===== src/rtl/sdiv_pkg.sv =====
// sdiv_pkg -- shared types and constants for the signed sequential divider.
//   sdiv_state_e : FSM state encoding (IDLE, CALC, FIX, DONE)
//   SDIV_DW      : default dividend / quotient width
//   SDIV_VW      : default divisor / remainder width
//   SDIV_CW      : iteration counter width for the default dividend width
//   sdiv_cnt_w() : counter width for an arbitrary dividend width
package sdiv_pkg;

  typedef enum logic [1:0] {
    ST_IDLE = 2'd0,
    ST_CALC = 2'd1,
    ST_FIX  = 2'd2,
    ST_DONE = 2'd3
  } sdiv_state_e;

  localparam int SDIV_DW = 8;
  localparam int SDIV_VW = 4;
  localparam int SDIV_CW = $clog2(SDIV_DW);

  // The counter holds DW-1 down to 0, so $clog2(DW) bits suffice (DW >= 2).
  function automatic int sdiv_cnt_w(input int dw);
    return $clog2(dw);
  endfunction

endpackage


===== src/rtl/sdiv_restoring_step.sv =====
// sdiv_restoring_step -- one iteration of restoring division on magnitudes.
// Purely combinational.
//   i_rem  : current partial remainder (VW+1 bits, unsigned)
//   i_bit  : next dividend bit shifted in from the MSB side
//   i_dmag : divisor magnitude (VW+1 bits, unsigned)
//   o_rem  : next partial remainder
//   o_q    : quotient bit produced by this iteration
module sdiv_restoring_step #(
  parameter int VW = 4
) (
  input  logic [VW:0] i_rem,
  input  logic        i_bit,
  input  logic [VW:0] i_dmag,
  output logic [VW:0] o_rem,
  output logic        o_q
);

  logic [VW+1:0] w_shift;
  logic [VW:0]   w_diff;

  assign w_shift = {i_rem, i_bit};
  // The full-width compare decides the quotient bit; the subtraction only
  // needs the low bits because a kept result is always below |divisor|.
  assign o_q     = (w_shift >= {1'b0, i_dmag});
  assign w_diff  = w_shift[VW:0] - i_dmag;
  assign o_rem   = o_q ? w_diff : w_shift[VW:0];

endmodule


===== src/rtl/signed_seq_divider.sv =====
// signed_seq_divider -- multi-cycle signed divider (restoring, 1 bit/clock).
// Quotient truncates toward zero; remainder takes the sign of the dividend.
// Optional build macro: SDIV_DIVZERO_FAST_EN -- when defined, a zero divisor
// skips the CALC/FIX sequence and completes one cycle after acceptance.
// Ports:
//   clk, rst_n            : clock, asynchronous active-low reset
//   in_valid / in_ready   : operand handshake (in_ready high only in IDLE)
//   dividend [DW], divisor [VW] : signed operands
//   out_valid / out_ready : result handshake (result held until taken)
//   quotient [DW], remainder [VW] : signed results
//   div_zero, ovf         : divide-by-zero and -2^(DW-1)/-1 overflow flags
module signed_seq_divider
  import sdiv_pkg::*;
#(
  parameter int DW = SDIV_DW,
  parameter int VW = SDIV_VW
) (
  input  logic          clk,
  input  logic          rst_n,
  input  logic          in_valid,
  output logic          in_ready,
  input  logic [DW-1:0] dividend,
  input  logic [VW-1:0] divisor,
  output logic          out_valid,
  input  logic          out_ready,
  output logic [DW-1:0] quotient,
  output logic [VW-1:0] remainder,
  output logic          div_zero,
  output logic          ovf
);

  localparam int CW = sdiv_cnt_w(DW);

  sdiv_state_e   r_state;
  logic [CW-1:0] r_cnt;
  logic [DW-1:0] r_dvd;       // dividend magnitude, becomes quotient magnitude
  logic [VW:0]   r_dmag;      // divisor magnitude
  logic [VW:0]   r_rem;       // partial remainder
  logic          r_neg_q;
  logic          r_neg_r;
  logic          r_dz;
  logic          r_ovf_case;
  logic          r_in_ready;
  logic          r_out_valid;
  logic [DW-1:0] r_quot;
  logic [VW-1:0] r_rem_o;
  logic          r_div_zero;
  logic          r_ovf;

  logic [DW-1:0] w_dvd_mag;
  logic [VW-1:0] w_dsr_mag;
  logic          w_dz;
  logic          w_ovf_case;
  logic [VW:0]   w_rem_next;
  logic          w_q_bit;

  // Two's-complement negation at native width yields the correct unsigned
  // magnitude even for the most negative value (e.g. -128 -> 8'h80).
  assign w_dvd_mag  = dividend[DW-1] ? (~dividend + 1'b1) : dividend;
  assign w_dsr_mag  = divisor[VW-1]  ? (~divisor  + 1'b1) : divisor;
  assign w_dz       = (divisor == '0);
  assign w_ovf_case = (dividend == {1'b1, {(DW-1){1'b0}}}) && (divisor == '1);

  sdiv_restoring_step #(.VW(VW)) u_step (
    .i_rem  (r_rem),
    .i_bit  (r_dvd[DW-1]),
    .i_dmag (r_dmag),
    .o_rem  (w_rem_next),
    .o_q    (w_q_bit)
  );

  always_ff @(posedge clk or negedge rst_n) begin
    if (!rst_n) begin
      r_state     <= ST_IDLE;
      r_cnt       <= '0;
      r_dvd       <= '0;
      r_dmag      <= '0;
      r_rem       <= '0;
      r_neg_q     <= 1'b0;
      r_neg_r     <= 1'b0;
      r_dz        <= 1'b0;
      r_ovf_case  <= 1'b0;
      r_in_ready  <= 1'b1;
      r_out_valid <= 1'b0;
      r_quot      <= '0;
      r_rem_o     <= '0;
      r_div_zero  <= 1'b0;
      r_ovf       <= 1'b0;
    end else begin
      case (r_state)
        ST_IDLE: begin
          if (in_valid) begin
            r_in_ready <= 1'b0;
            r_neg_q    <= dividend[DW-1] ^ divisor[VW-1];
            r_neg_r    <= dividend[DW-1];
            r_dz       <= w_dz;
            r_ovf_case <= w_ovf_case;
            r_dvd      <= w_dvd_mag;
            r_dmag     <= {1'b0, w_dsr_mag};
            r_rem      <= '0;
            r_cnt      <= CW'(DW - 1);
`ifdef SDIV_DIVZERO_FAST_EN
            if (w_dz) begin
              r_quot      <= '1;
              r_rem_o     <= '0;
              r_div_zero  <= 1'b1;
              r_ovf       <= 1'b0;
              r_out_valid <= 1'b1;
              r_state     <= ST_DONE;
            end else begin
              r_state     <= ST_CALC;
            end
`else
            r_state    <= ST_CALC;
`endif
          end
        end
        ST_CALC: begin
          r_rem <= w_rem_next;
          r_dvd <= {r_dvd[DW-2:0], w_q_bit};
          if (r_cnt == '0) begin
            r_state <= ST_FIX;
          end else begin
            r_cnt <= r_cnt - CW'(1);
          end
        end
        ST_FIX: begin
          if (r_dz) begin
            r_quot     <= '1;
            r_rem_o    <= '0;
            r_div_zero <= 1'b1;
            r_ovf      <= 1'b0;
          end else begin
            // The overflow case wraps naturally: |q| = 2^(DW-1), and its
            // negation (if any) is the same bit pattern; remainder is 0.
            r_quot     <= r_neg_q ? (~r_dvd + 1'b1) : r_dvd;
            r_rem_o    <= r_neg_r ? (~r_rem[VW-1:0] + 1'b1) : r_rem[VW-1:0];
            r_div_zero <= 1'b0;
            r_ovf      <= r_ovf_case;
          end
          r_out_valid <= 1'b1;
          r_state     <= ST_DONE;
        end
        ST_DONE: begin
          if (out_ready) begin
            r_out_valid <= 1'b0;
            r_in_ready  <= 1'b1;
            r_state     <= ST_IDLE;
          end
        end
        default: r_state <= ST_IDLE;
      endcase
    end
  end

  assign in_ready  = r_in_ready;
  assign out_valid = r_out_valid;
  assign quotient  = r_quot;
  assign remainder = r_rem_o;
  assign div_zero  = r_div_zero;
  assign ovf       = r_ovf;

endmodule


===== config.mk =====
export PLATFORM = sky130hd
export DESIGN_NAME = signed_seq_divider
export DESIGN_NICKNAME = d
export VERILOG_FILES = /design/src/rtl/sdiv_pkg.sv /design/src/rtl/sdiv_restoring_step.sv /design/src/rtl/signed_seq_divider.sv
export SDC_FILE = /design/constraint.sdc
export NUM_CORES = 1
export LEC_CHECK = 0
export CAP_MARGIN = 20
export CORE_ASPECT_RATIO = 1.25
export CORE_MARGIN = 1.5
export CORE_UTILIZATION = 55
export CTS_CLUSTER_SIZE = 20
export DETAILED_ROUTE_END_ITERATION = 7
export PLACE_DENSITY = 0.88
export SLEW_MARGIN = 25
export SYNTH_ARGS = -nofsm -noshare
export SYNTH_HDL_FRONTEND = slang
export SYNTH_SLANG_ARGS = --single-unit

===== constraint.sdc =====
create_clock -name clk -period 2.78 [get_ports clk]
set_input_delay 0.834 -clock clk [delete_from_list [all_inputs] [get_ports clk]]
set_output_delay 0.834 -clock clk [all_outputs]
set_load 0.05 [all_outputs]

# Yosys cells after proc, flatten, opt, wreduce, memory -nomap -nowiden
# Cells that the tools add are included.
[totals]
input_bits = 16
ff_bits = 42
[classes]
n_reduce_logical = 13
n_mux = 25
n_bitwise = 5
addsub = 6
magnitude_cmp = 1
n_eq_ne = 9
[ops]
columns = ["cell", "n"]
rows = [
  ["$mux 8", 4],
  ["$add 8x1->8 const B", 2],
  ["$not 8->8", 2],
  ["$pmux 8 s2", 1],
  ["$mux 4", 3],
  ["$mux 5", 2],
  ["$pmux 5 s2", 1],
  ["$reduce_and 3->1", 3],
  ["$add 4x1->4 const B", 2],
  ["$eq 8x8->1 const B", 1],
  ["$ne 2x2->1 const B", 4],
  ["$not 4->4", 2],
  ["$pmux 2 s4", 1],
  ["$ge 6x4->1", 1],
  ["$mux 2", 3],
  ["$mux 3", 2],
  ["$pmux 3 s2", 1],
  ["$reduce_and 2->1", 3],
  ["$reduce_bool 2->1", 3],
  ["$mux 1", 5],
  ["$sub 5x4->5", 1],
  ["$eq 2x2->1 const B", 2],
  ["$eq 4x4->1 const B", 1],
  ["$logic_not 4->1", 1],
  ["7 further kinds", 8],
]

# Logic depth before layout (Yosys ltp)
# Gate-level depths: netlist of the first run.
[depth]
depth_word = 5
ltp_mapped = 8
mapped_depth_nobuf = 8

# Modules after synthesis
# From an unflattened synthesis of the first run, not the netlist that was laid out.
[hier_totals]
hier_cells = 284
hier_area_um2 = 2653.8
[modules_own_cells]
columns = ["mod", "seq_area_each_um2", "area_each_um2", "cells_per_inst", "instances"]
rows = [
  ["signed_seq_divider", 1052.3, 2378.5, 249, 1],
  ["sdiv_restoring_step", 0.0, 275.3, 35, 1],
]

# Worst setup path before layout of the first run
# OpenSTA, ideal clock, no wires.
[synth_path]
path_type = "register to register"
startpoint = "register r_dvd[7]"
endpoint = "register r_rem[4]"
path_slack_ns = 0.514
stages_incl_launch_ff = 9
setup_time_ns = 0.122
t_required_ns = 2.658
path_buffers = 0
period_less_slack_ns = 2.266
arrival_ns = 2.144
path_cell_list = "dfrtp_1 inv_1 ha_1 inv_1 fa_1 a21o_1 a21oi_1 mux2_2 a32o_1"
[synth_via]
elab_chain_len = 3
[synth_lines]
columns = ["element", "line", "source"]
rows = [
  ["from (decl)", "signed_seq_divider.sv:36", "logic [DW-1:0] r_dvd;"],
  ["from (signal assigned)", "signed_seq_divider.sv:98", "r_dvd <= w_dvd_mag;"],
  ["from (signal assigned)", "signed_seq_divider.sv:120", "r_dvd <= {r_dvd[DW-2:0], w_q_bit};"],
  ["$sub 5x4->5 or $ge 6x4->1 (tied branches)", "sdiv_restoring_step.sv:25, sdiv_restoring_step.sv:24", ""],
  ["$mux 5 (*)", "sdiv_restoring_step.sv:26", "assign o_rem = o_q ? w_diff : w_shift[VW:0];"],
  ["$pmux 5 s2 (*)", "signed_seq_divider.sv:90", "case (r_state)"],
  ["to (signal assigned)", "signed_seq_divider.sv:119", "r_rem <= w_rem_next;"],
  ["to (decl)", "signed_seq_divider.sv:38", "logic [VW:0] r_rem;"],
]
# Mark *: on every way between the ends. The rest lies on a longest branch, timed or not.
# A chain may end at the register's enable or synchronous reset.

# Worst setup path after layout of the first run
[layout_path]
startpoint = "register r_in_ready (netlist: in_ready)"
endpoint = "output in_ready"
[layout_lines]
columns = ["element", "line", "source"]
rows = [
  ["from (decl)", "signed_seq_divider.sv:43", "logic r_in_ready;"],
  ["from (signal assigned)", "signed_seq_divider.sv:83", "r_in_ready <= 1'b1;"],
  ["from (signal assigned)", "signed_seq_divider.sv:93", "r_in_ready <= 1'b0;"],
  ["from (signal assigned)", "signed_seq_divider.sv:147", "r_in_ready <= 1'b1;"],
  ["to (decl)", "signed_seq_divider.sv:21", "output logic in_ready,"],
]
# No word-level cell between the ends.

==> results.md, run 1 <==
- The clock period minus worst slack is 2.48 ns.
- 0 antenna diodes ended up in the layout.
- The post-synthesis area per instance is 9.31 um2.
- The die is about 78 um tall.
- The tree built by TritonCTS fans out to 42 sinks.
- The count of nets left with antenna violations once routing finished came out at 0.
- The sequential cell area is approximately 0.0011 mm2.
- The worst stage delay on the critical path is 0.80 ns.
- Clock-pin slew was measured on the worst setup and hold paths at ~0.070 ns.
- The flow ran to the end, and the final reports show no timing, DRC or antenna violations.
- The total overflow left after global routing is 0.
- The critical-path maximum fanout is 3.
- The number of cells traversed by the worst register-to-register path is 8.
- Synthesis inferred 42 register bits.
- The number of maximum-capacitance constraint violations is 0.
- After detailed routing, the average wire length per cell comes to 13.9 um.
- Setup repair after global routing left no endpoint under its margin.
- The maximum frequency from static timing analysis is about 400 MHz.
- For this run, design rule violations remaining after detail routing come to 0.
- The fill cell instance count of the final layout is 345.
- For the final database, setup skew stands at approximately 0.0035 ns.
- The startpoint identified for the worst register-to-register timing path is r_dvd[7]$_DFFE_PN0P_.
- During placement, the flow inserted port buffers numbering 31.
- For this run, the detailed router's first-pass iteration total came to 4.
- Using the TritonRoute via totals, the vias-per-cell ratio works out to approximately 5.5.
- The detailed-route via count is between 1500 and 2000.
- The kind of cell with the highest combined delay on the critical path is buffers and inverters.
- Dividing total power by cell area gives a power density of roughly 1200 mW/mm2.
- The design area is 0.00295 mm2.
- The number of failing setup endpoints in the final timing report is 0.
- Of the available clock period, the critical path in the final layout requires around 89%.
- Detailed placement ended at an HPWL of 3.82 mm.
- The clock passes through at most 2 buffers.
- The count of instances resized after the clock tree is built is 0.
- The end point of the critical path is in_ready.
- The maximum number of pins on one net before global-route repair is 23.
- The synthesized netlist occupies a cell area of 0.00246 mm2.
- The worst setup path is captured at an output port.
- Global routing used 22.7% of the available tracks across all layers.
- The min-delay analysis places its worst path in the category in2async.
- The type of the worst setup path is reg2out.
- The final-report hold violation count is 0.
- The post-synthesis async set-or-reset flop share is 100%.
- The share of synthesized area occupied by flip-flops and latches is approximately 43%.
- Counting every net in the synthesized netlist gives 297.
- The cell count along the critical path is 1.
- For this configuration, the core starts out at a cell density of 56.4%.
- In this run the cell area measured after placement is approximately 0.0029 mm2.
- The most critical setup path has its startpoint at in_ready$_DFFE_PN1P_.
- The first routing iteration left 85 violations.
- At the later pin of the worst-skew pair, clock insertion delay measures ~0.3 ns.
- From synthesis to final layout, the design area changed by 19.9%.
- The number of distinct library cells after synthesis is 43.
- The leakage power is 1.35 nW.
- The final design utilization is around two thirds.
- The die covers 0.00488 mm2.
- The clock root buffer master is sky130_fd_sc_hd__clkbuf_8.
- The count of non-filler cells in the finished layout is 360.
- For this block, the routed nets add up to 5.01 mm of wire.
- The buffers plus inverters on the worst setup path is 1.
- The top cell types in the final layout, fill and taps aside, are 41 x sky130_fd_sc_hd__dfrtp_1, 30 x sky130_fd_sc_hd__clkdlybuf4s50_1, 28 x sky130_fd_sc_hd__inv_1, 22 x sky130_fd_sc_hd__nor2_1, 22 x sky130_fd_sc_hd__nand2_1.
- The H-tree was split into 2 levels.
- The actual slew at the worst max-slew pin is about 0.7 ns.
- Counting flops with a built-in enable in the synthesized netlist gives 0.
- The worst setup path is launched from a flop.
- The via count of the first global-routing pass is 1951.
- The worst reg-to-reg setup slack is 0.53 ns.
- The slowest stage cell on the critical path is sky130_fd_sc_hd__clkdlybuf4s50_1.
- The sum of negative setup slack is 0 ns.
- The floorplan step defined a core boundary enclosing 0.00436 mm2.
- The weighted congestion reported at the end of routability-driven placement is 0.908.
- 32 I/O pins were placed.
- The number of clock buffers inserted by TritonCTS is 5.
- TritonCTS built the clock tree.
- The most common cell after layout, fill and taps aside is sky130_fd_sc_hd__dfrtp_1.
- Among all flip-flop cells after synthesis, the most frequent one is sky130_fd_sc_hd__dfrtp_1.
- STA puts the critical path data arrival time at between 1.5 and 2 ns.
- The layout cell share with drive strength beyond 1 is 9.27%.
- The row count is 27.
- The number of nets in the layout is 335.
- From left edge to right edge, the die measures 62.8 um.
- The total area of multi-input combinational cells is 0.00127 mm2.
- Walking the worst path, the cells encountered are clkdlybuf4s50_1.
- The number of antenna violations at the first check in global routing was 0.
- The worst pin sits at a relative slew slack of 53.4%.
- The final count of pins violating max slew was 0.
- Synthesis produced about 260 cells.
- Data on the critical path is required at its endpoint by 1.95 ns.
- The terminus of the critical flop-to-flop path is r_rem[4]$_DFFE_PN0P_.
- IR analysis of the VDD net gives a maximum drop of 0.696 mV.
- The post-CTS setup buffer count is 0.
- Buffers inserted to repair hold after CTS numbered 0.
- The count of warnings emitted by yosys is 0.
- The number of placed instances, taps included, is 353.
- The global-route wire length before repair is roughly 8.6 mm.
==> metal layers <==
metal,global-route usage (%),routed length (um)
met5,0,0
met1,25.7,2070
met2,39.6,2610
met3,5.94,211
met4,11.1,121
==> final cells by class <==
class,count,area share [%]
Clock buffer,5,2.33
Clock inverter,2,0.339
Inverter,28,3.56
Multi-Input combinational cell,185,43.0
Sequential cell,42,35.7
Tap cell,58,2.46
Timing Repair Buffer,40,12.6
==> worst register-to-register path, delay by kind of cell, from the launching register on <==
kind	cells	cell delay [ns]
multiplexers	1	0.36
AO/OA/AOI/OAI	3	0.62
buffers and inverters	2	0.16
flip-flops	1	0.42
adder cells (fa/ha/maj)	2	0.57
==> report_power, final <==
group | switching [mW] | internal (mW) | leakage [nW] | total [mW]
Combinational | 1.26 | 0.892 | 0.796 | 2.15
Clock | 0.206 | 0.169 | 0.0438 | 0.375
Sequential | 0.232 | 0.884 | 0.505 | 1.12
Total | 1.69 | 1.95 | 1.35 | 3.64
==> flip-flops by register name, indices dropped and copies added, names as in the netlist, 2 cells and up <==
name	flops
remainder	4
r_dmag	4
r_dvd	8
r_rem	5
r_state	2
quotient	8
r_cnt	3
==> stage by stage <==
stage | setup slack, ns | power, mW | hold WS (ns)
after global routing | 0.267 | 3.94 | 0.513
after floorplan | 0.514 | 2.66 | 0.443
after CTS | 0.294 | 3.64 | 0.490
final | 0.299 | 3.64 | 0.483
after detailed placement | 0.214 | 3.26 | 0.473
after global placement | 0.266 | 3.18 | 0.470
==> logic make-up after synthesis <==
kind of cell             synth area share, %
AO/OA/AOI/OAI                           16.6
multiplexers                            6.01
flip-flops                              42.8
buffers and inverters                   5.65
AND/OR/NAND/NOR                         13.9
adder cells (fa/ha/maj)                 8.96
XOR/XNOR                                6.06
==> worst min-delay path by stage <==
stage,depth (start not counted),to,startpoint
after CTS,2,r_dmag[1]$_DFFE_PN0P_,r_dmag[1]$_DFFE_PN0P_
after global routing,1,quotient[1]$_DFFE_PN0P_,rst_n
after detailed placement,2,r_dmag[1]$_DFFE_PN0P_,r_dmag[1]$_DFFE_PN0P_
after floorplan,2,r_ovf_case$_DFFE_PN0P_,r_ovf_case$_DFFE_PN0P_
after global placement,2,r_dmag[2]$_DFFE_PN0P_,r_dmag[2]$_DFFE_PN0P_
final,1,r_dmag[1]$_DFFE_PN0P_,rst_n
==> Yosys cell counts, types with 2 or more instances <==
master	count	area (um2)
sky130_fd_sc_hd__o31ai_1	8	60.1
sky130_fd_sc_hd__nand2_1	22	82.6
sky130_fd_sc_hd__and3_1	3	18.8
sky130_fd_sc_hd__o22ai_1	5	31.3
sky130_fd_sc_hd__nor2_1	22	82.6
sky130_fd_sc_hd__a22oi_1	4	30.0
sky130_fd_sc_hd__clkbuf_1	8	30.0
sky130_fd_sc_hd__or3_1	2	12.5
sky130_fd_sc_hd__nand3_1	2	10.0
sky130_fd_sc_hd__and2_1	3	18.8
sky130_fd_sc_hd__xor2_1	9	78.8
sky130_fd_sc_hd__inv_1	28	105
sky130_fd_sc_hd__xnor2_1	8	70.1
sky130_fd_sc_hd__nor2b_1	5	31.3
sky130_fd_sc_hd__o21ai_0	17	85.1
sky130_fd_sc_hd__a31oi_1	3	18.8
sky130_fd_sc_hd__nand4_1	2	12.5
sky130_fd_sc_hd__nand2b_1	4	25.0
sky130_fd_sc_hd__mux2_2	6	67.6
sky130_fd_sc_hd__ha_1	16	200
sky130_fd_sc_hd__a21oi_1	18	90.1
sky130_fd_sc_hd__dfrtp_1	41	1030
sky130_fd_sc_hd__mux2i_1	8	80.1
Note: power is estimated with default switching activity, not from simulation.
==> run 2: changes to the inputs <==
--- a/config.mk
+++ b/config.mk
@@ -12,6 +12,7 @@
 export CTS_CLUSTER_SIZE = 20
 export DETAILED_ROUTE_END_ITERATION = 7
 export PLACE_DENSITY = 0.88
+export SKIP_CTS_REPAIR_TIMING = 1
 export SLEW_MARGIN = 25
 export SYNTH_ARGS = -nofsm -noshare
 export SYNTH_HDL_FRONTEND = slang
==> constraint.sdc (replaced) <==
create_clock -name clk -period 2.77 [get_ports clk]
set_input_delay 0.831 -clock clk [delete_from_list [all_inputs] [get_ports clk]]
set_output_delay 0.831 -clock clk [all_outputs]
set_load 0.05 [all_outputs]
==> run 2 against run 1 <==
Critical path depth did not move. Global-route usage down 0.35 points. First-iteration DRC count increased by 9.4%. Setup slack improved by 0.0027 ns. Via count up 2.4%. Final cell count did not move. Cell area grew 0.81%. Register-to-register slack about the same. Wire length rose by 2.1%. Die area is the same. Critical path type unchanged.
==> results.md, run 2 (synthesis results as in run 1) <==
- The run finished with clean final reports.
- The worst setup path is captured at an output port.
- The remaining antenna violation count is 0 (unchanged).
- The number of cells traversed by the worst register-to-register path is 8 (unchanged).
- The row count is 27 (unchanged).
- The weighted congestion reported at the end of routability-driven placement came to 0.918 (+1.1%).
- The number of antenna violations at the first check in global routing is 0 (unchanged).
- The number of maximum-capacitance constraint violations is 0 (unchanged).
- The number of H-tree levels is 2 (unchanged).
- The number of buffer cells added on primary ports is 31 (unchanged).
- The worst slack at placement is 0.201 ns (-0.0132 ns).
- The largest vdd supply drop was 1.00 mV (+44%).
- The critical path goes through clkdlybuf4s50_1.
- The worst stage delay on the critical path is 0.80 ns (about the same).
- The type of the worst setup path is reg2out.
- The final count of pins violating max slew is 0 (unchanged).
- The total I/O pin count is 32 (unchanged).
- The core area is 0.00436 mm2 (unchanged).
- The post-layout worst setup margin is 0.302 ns (+0.00267 ns).
- The max-slew headroom at the worst pin is 39.1% (-14 points).
- The number of failing setup endpoints in the final timing report came to 0 (unchanged).
- The fill cell instance count of the final layout came to 327 (-5.2%).
- The clock root buffer master is sky130_fd_sc_hd__clkbuf_8.
- The DRC violation count after routing came to 0 (unchanged).
- The clock input transition at the sequential cells of the worst setup and hold paths is 0.08 ns (about the same).
- The actual slew at the worst max-slew pin is 0.913 ns (+0.216 ns).
- Leaving out fill and tap cells, the most frequent cells in the layout are 41 x sky130_fd_sc_hd__dfrtp_1, 30 x sky130_fd_sc_hd__clkdlybuf4s50_1, 28 x sky130_fd_sc_hd__inv_1, 22 x sky130_fd_sc_hd__nor2_1, 22 x sky130_fd_sc_hd__nand2_1.
- The number of placed cells counting well taps came to 352 (-0.28%).
- The latest clock arrival within the worst-skew pair is 0.30 ns (about the same).
- The cell count along the critical path was 1 (unchanged).
- The critical-path maximum fanout is 3 (unchanged).
- The leakage power was 1.35 nW (+0.21%).
- The layout cell share with drive strength beyond 1 is 8.94% (-0.33 points).
- The final critical path takes up 89.1% of the cycle.
- The mean routed wirelength per cell is 14.2 um (+2.1%).
- The most common cell after layout, fill and taps aside is sky130_fd_sc_hd__dfrtp_1.
- The number of nets in the layout is 334 (-0.30%).
- The total half-perimeter wirelength after legalization and detailed placement came to 3.77 mm (-1.3%).
- The sum of negative setup slack is 0 ns (unchanged).
- The global-route usage over all layers is 22.4% (-0.35 points).
- The worst endpoint required time came to 1.94 ns (about the same).
- Setup repair after global routing left no endpoint under its margin.
- The kind of cell with the highest combined delay on the critical path is buffers and inverters.
- The first-pass iteration count of the detailed router is 4 (unchanged).
- The iteration-0 DRC count of the detailed router is 93 (+9.4%).
- The via count of the first global-routing pass was 1959 (+0.41%).
- The buffers plus inverters on the worst setup path is 1 (unchanged).
- The instance count along the most critical hold path is 2.
- The number of clock buffers inserted by TritonCTS is 5 (unchanged).
- The detailed-route via count is 2043 (+2.4%).
- The total power density per cell area came to 1270 mW/mm2 (+2.7%).
- The slowest stage of the critical path belongs to the cell sky130_fd_sc_hd__clkdlybuf4s50_1.
- The initial standard-cell utilization of the core was 56.4% (unchanged).
- The ratio of routed vias to standard cells is 5.68 (+2.4%).
- The number of buffers on the longest clock path is 2 (unchanged).
- The height of the die was 77.8 um (unchanged).
- The detailed-route wire length came to 5.12 mm (+2.1%).
- The count of non-filler cells in the finished layout is 360 (unchanged).
- The antenna diode count is 0 (unchanged).
- The critical path data arrival time is 1.64 ns (about the same).
- TritonCTS built the clock tree.
- The area growth from synthesis to layout is 20.9%.
- The final-report hold violation count is 0 (unchanged).
- The power after layout is 3.77 mW (+3.6%).
- In this run the worst hold path is classified as reg2reg.
- The chip width is 62.8 um (unchanged).
- The number of sinks driven by the clock tree was 42 (unchanged).
- The overall die area is 0.00488 mm2 (unchanged).
- The clock period minus worst slack is 2.47 ns.
- The startpoint kind of the worst setup timing path is a flop.
- The worst clock skew on the final layout came to 0.00503 ns (+0.00157 ns).
- The global-route wire length before repair is 8.60 mm (about the same).
- For this run, the top clock speed supported by timing is 405 MHz.
- The maximum number of pins on one net before global-route repair is 43 (+87%).
- The global-route congestion overflow total is 0 (unchanged).
run 2: changes by cell type in the layout (fill, tap and decap cells not counted), sizes merged:
cell / previous run / this run
clkinv: 2 / 0
buf: 10 / 9
bufinv: 0 / 1
clkbuf: 5 / 6
clkinvlp: 0 / 1
run 2: worst paths after layout:
kind	from	endpoint	slack, ns
max	in_ready$_DFFE_PN1P_	in_ready	0.30
min	r_dmag[2]$_DFFE_PN0P_	r_dmag[2]$_DFFE_PN0P_	0.48
max reg2reg	r_dvd[7]$_DFFE_PN0P_	r_rem[4]$_DFFE_PN0P_	0.52
min reg2reg	r_dmag[2]$_DFFE_PN0P_	r_dmag[2]$_DFFE_PN0P_	0.48
max in group asynchronous	rst_n	r_rem[1]$_DFFE_PN0P_	1.54
min in group asynchronous	rst_n	r_dmag[0]$_DFFE_PN0P_	0.66
run 2: routing by layer:
layer | up-vias | track usage, % | part of all wire (%)
met3 | 11 | 3.33 | 4.8
met4 | 0 | 13.3 | 2.3
li1 | 984 | - | -
met2 | 69 | 38.4 | 52
met5 | - | 0 | 0
met1 | 979 | 26.5 | 41
run 2: power by group:
group	total (mW)	leakage (nW)	internal (mW)	switching, mW
sequential	1.12	0.505	0.887	0.236
combinational	2.16	0.791	0.892	1.27
clock	0.486	0.0514	0.269	0.216
run 2: worst register-to-register path, cell delays in order (launching register included):
cell                      delay (ns)
sky130_fd_sc_hd__dfrtp_1        0.43
sky130_fd_sc_hd__inv_1          0.12
sky130_fd_sc_hd__ha_1           0.16
sky130_fd_sc_hd__inv_1          0.05
sky130_fd_sc_hd__fa_1           0.39
sky130_fd_sc_hd__a21o_1         0.18
sky130_fd_sc_hd__a21oi_1        0.20
sky130_fd_sc_hd__mux2_2         0.36
sky130_fd_sc_hd__a32o_1         0.25
run 2: cell type report:
class	instances	area [um2]	area share [%]
clock buffer	6	72.6	2.44
clock inverter	2	37.5	1.26
inverter	28	105	3.54
timing repair buffer	39	365	12.3
tap	58	72.6	2.44
sequential	42	1050	35.4
multi-input combinational	185	1270	42.6
run 2: stage by stage:
step	hold WS [ns]	cell area [um2]	utilization (%)
final	0.485	2970	68.2
after global routing	0.528	2970	68.2
after CTS	0.492	2970	68.2
after detailed placement	0.474	2860	65.7
after global placement	0.465	2860	65.7
after floorplan	0.443	2460	-
==> run 3: changes to the inputs <==
--- a/config.mk
+++ b/config.mk
@@ -7,7 +7,6 @@
 export LEC_CHECK = 0
 export CAP_MARGIN = 20
 export CORE_ASPECT_RATIO = 1.25
-export CORE_MARGIN = 1.5
 export CORE_UTILIZATION = 55
 export CTS_CLUSTER_SIZE = 20
 export DETAILED_ROUTE_END_ITERATION = 7
==> run 3 against run 2 <==
Maximum frequency fell by 0.36%. Critical path depth did not move. Final cell count fell by 0.28%. Clock skew rose by 0.00066 ns. Hold slack got worse by 0.059 ns. First-iteration DRC count rose by 9.7%. Power fell by 1.6%. Flip-flop and latch count did not move. Sequential power barely moved. Setup slack got worse by 0.0090 ns. Sequential share of layout area rose by 0.12 points. Register-to-register slack improved by 0.05 ns. Critical path type unchanged.
==> results.md, run 3 (synthesis results as in run 1) <==
- The largest vdd supply drop is 0.796 mV (-21%).
- The type of the worst setup path is reg2out.
- The DRC violation count after routing is 0 (unchanged).
- STA classifies the critical path startpoint as a flop.
- The global-route congestion overflow total is 0 (unchanged).
- The leakage power is 1.35 nW (about the same).
- The worst slack at placement is 0.240 ns (+0.0397 ns).
- The run finished with clean final reports.
- The worst endpoint required time is 1.94 ns (about the same).
- The core area is 0.00420 mm2 (-3.7%).
- The library cells used most frequently in the layout, excluding fill and tap cells, are 41 x sky130_fd_sc_hd__dfrtp_1, 30 x sky130_fd_sc_hd__clkdlybuf4s50_1, 28 x sky130_fd_sc_hd__inv_1, 22 x sky130_fd_sc_hd__nor2_1, 22 x sky130_fd_sc_hd__nand2_1.
- The number of nets in the layout is 335 (+0.30%).
- Setup repair after global routing left no endpoint under its margin.
- TritonCTS built the clock tree.
- The critical-path maximum fanout is 3 (unchanged).
- In this run the worst setup path terminates at in_ready.
- The maximum frequency from static timing analysis is 404 MHz (-0.36%).
- The overall die area came to 0.00474 mm2 (-2.9%).
- The worst stage delay on the critical path is 0.80 ns (about the same).
- The design area was 0.00296 mm2 (-0.34%).
- The sum of negative setup slack came to 0 ns (unchanged).
- The post-place instance area was 0.00287 mm2 (+0.17%).
- The number of buffer cells added on primary ports came to 31 (unchanged).
- The chip width was 61.8 um (-1.6%).
- The global-route usage over all layers is 25.1% (+2.8 points).
- The total area of multi-input combinational cells was 0.00127 mm2 (unchanged).
- The sequential cell area is 0.00105 mm2 (unchanged).
- The area growth from synthesis to layout is 20.5%.
- The detailed-route wire length is 5.10 mm (-0.35%).
- The mean routed wirelength per cell is 14.2 um (about the same).
- The actual slew at the worst max-slew pin is 0.709 ns (-0.204 ns).
- The height of the die is 76.8 um (-1.3%).
- The final count of pins violating max slew came to 0 (unchanged).
- The global-route wire length before repair is 8.99 mm (+4.6%).
- The number of antenna violations at the first check in global routing is 0 (unchanged).
- The antenna diode count is 0 (unchanged).
- The row count was 26 (-3.7%).
- The total I/O pin count is 32 (unchanged).
- The ratio of routed vias to standard cells is 5.57 (-1.9%).
- The worst clock skew on the final layout is 0.00569 ns (+0.000659 ns).
- The detailed-route via count is 1998 (-2.2%).
- The weighted congestion reported at the end of routability-driven placement is 0.895 (-2.5%).
- The layout cell share with drive strength beyond 1 is 9.57% (+0.63 points).
- The maximum number of pins on one net before global-route repair was 30 (-30%).
- The launch point of the critical path is in_ready$_DFFE_PN1P_.
- The max-slew headroom at the worst pin is 52.6% (+13 points).
- The worst flop-to-flop path startpoint is r_dvd[7]$_DFFE_PN0P_.
- The fill cell instance count of the final layout is 314 (-4.0%).
- The share of the cycle needed by the critical path after routing is 89.4% (+0.32 points).
- The first-pass iteration count of the detailed router is 4 (unchanged).
- The number of sinks driven by the clock tree is 42 (unchanged).
- The total half-perimeter wirelength after legalization and detailed placement came to 3.92 mm (+4.0%).
- The power after layout was 3.71 mW (-1.6%).
- The number of clock buffers inserted by TritonCTS was 5 (unchanged).
- The number of maximum-capacitance constraint violations came to 0 (unchanged).
- The iteration-0 DRC count of the detailed router is 102 (+9.7%).
- The most common cell after layout, fill and taps aside is sky130_fd_sc_hd__dfrtp_1.
- The initial standard-cell utilization of the core is 58.6% (+2.2 points).
- The number of cells traversed by the worst register-to-register path came to 8 (unchanged).
- The final-report hold violation count is 0 (unchanged).
- The critical path data arrival time is 1.65 ns (about the same).
- The clock root buffer master is sky130_fd_sc_hd__clkbuf_8.
- The buffers plus inverters on the worst setup path is 1 (unchanged).
- The critical path goes through clkdlybuf4s50_1.
- The type of the tightest min-delay check is in2async.
- The endpoint identified for the worst register-to-register timing path is r_rem[4]$_DFFE_PN0P_.
- The cell count along the critical path is 1 (unchanged).
- The number of failing setup endpoints in the final timing report is 0 (unchanged).
- The remaining antenna violation count is 0 (unchanged).
- For this design, the slowest cell found on the critical path is sky130_fd_sc_hd__clkdlybuf4s50_1.
- The clock input transition at the sequential cells of the worst setup and hold paths came to 0.08 ns (about the same).
- The via count of the first global-routing pass is 2062 (+5.3%).
- The total power density per cell area is 1250 mW/mm2 (-1.2%).
- The clock period minus worst slack came to 2.48 ns (+0.00897 ns).
- The number of H-tree levels is 2 (unchanged).
- The kind of cell with the highest combined delay on the critical path is buffers and inverters.
- The post-layout worst setup margin is 0.293 ns (-0.00897 ns).
- The worst reg-to-reg setup slack came to 0.57 ns (+0.05 ns).
- The number of buffers on the longest clock path came to 2 (unchanged).
- The type of destination of the critical path is an output port.
- The latest clock arrival within the worst-skew pair is 0.30 ns (about the same).
==> run 3: cell types whose count changed in the layout (fill, tap and decap cells not counted), sizes merged <==
cell    change
bufinv      -1
clkinv      +1
buf         +1
==> run 3: stage by stage <==
| stage | hold slack [ns] | utilization [%] | std cells |
|---|---|---|---|
| floorplan | 0.443 | - | 264 |
| global placement | 0.468 | 68.3 | 351 |
| detailed placement | 0.471 | 68.3 | 351 |
| CTS | 0.431 | 70.6 | 359 |
| global route | 0.448 | 70.6 | 359 |
| finish | 0.426 | 70.6 | 359 |
==> run 3: layout make-up <==
type / count / area share, %
multi-input cells: 185 / 42.8
flip-flops and latches: 42 / 35.5
repair buffers: 40 / 12.6
inverters: 28 / 3.55
clock buffers: 6 / 2.79
well taps: 56 / 2.36
clock inverters: 2 / 0.422
==> run 3: worst register-to-register path, delay by kind of cell (launching register included) <==
family / cells / cell delay (ns)
buffers and inverters: 2 / 0.14
DFF: 1 / 0.42
muxes: 1 / 0.36
adders and majority gates: 2 / 0.55
AOI/OAI and AO/OA: 3 / 0.63
==> run 3: power by group <==
| part | switching (mW) | internal (mW) | leakage (nW) | total (mW) |
|---|---|---|---|---|
| sequential | 0.233 | 0.887 | 0.505 | 1.12 |
| combinational | 1.28 | 0.893 | 0.796 | 2.17 |
| clock | 0.215 | 0.200 | 0.0472 | 0.416 |
| total | 1.73 | 1.98 | 1.35 | 3.71 |
==> run 3: worst min-delay path by stage <==
stage	to	slack (ns)
after floorplan	r_ovf_case$_DFFE_PN0P_	0.44
after global placement	r_dmag[2]$_DFFE_PN0P_	0.47
after detailed placement	r_dmag[3]$_DFFE_PN0P_	0.47
after CTS	r_dmag[1]$_DFFE_PN0P_	0.43
after global routing	r_dmag[1]$_DFFE_PN0P_	0.45
final	r_dmag[1]$_DFFE_PN0P_	0.43
==> run 3: metal layers <==
layer | GRT usage, % | part of all wire (%) | up-vias
met2 | 43.9 | 54 | 49
met1 | 29.6 | 41 | 952
met3 | 3.71 | 3.2 | 10
li1 | - | - | 987
met4 | 9.78 | 1.7 | 0
met5 | 0 | 0 | -
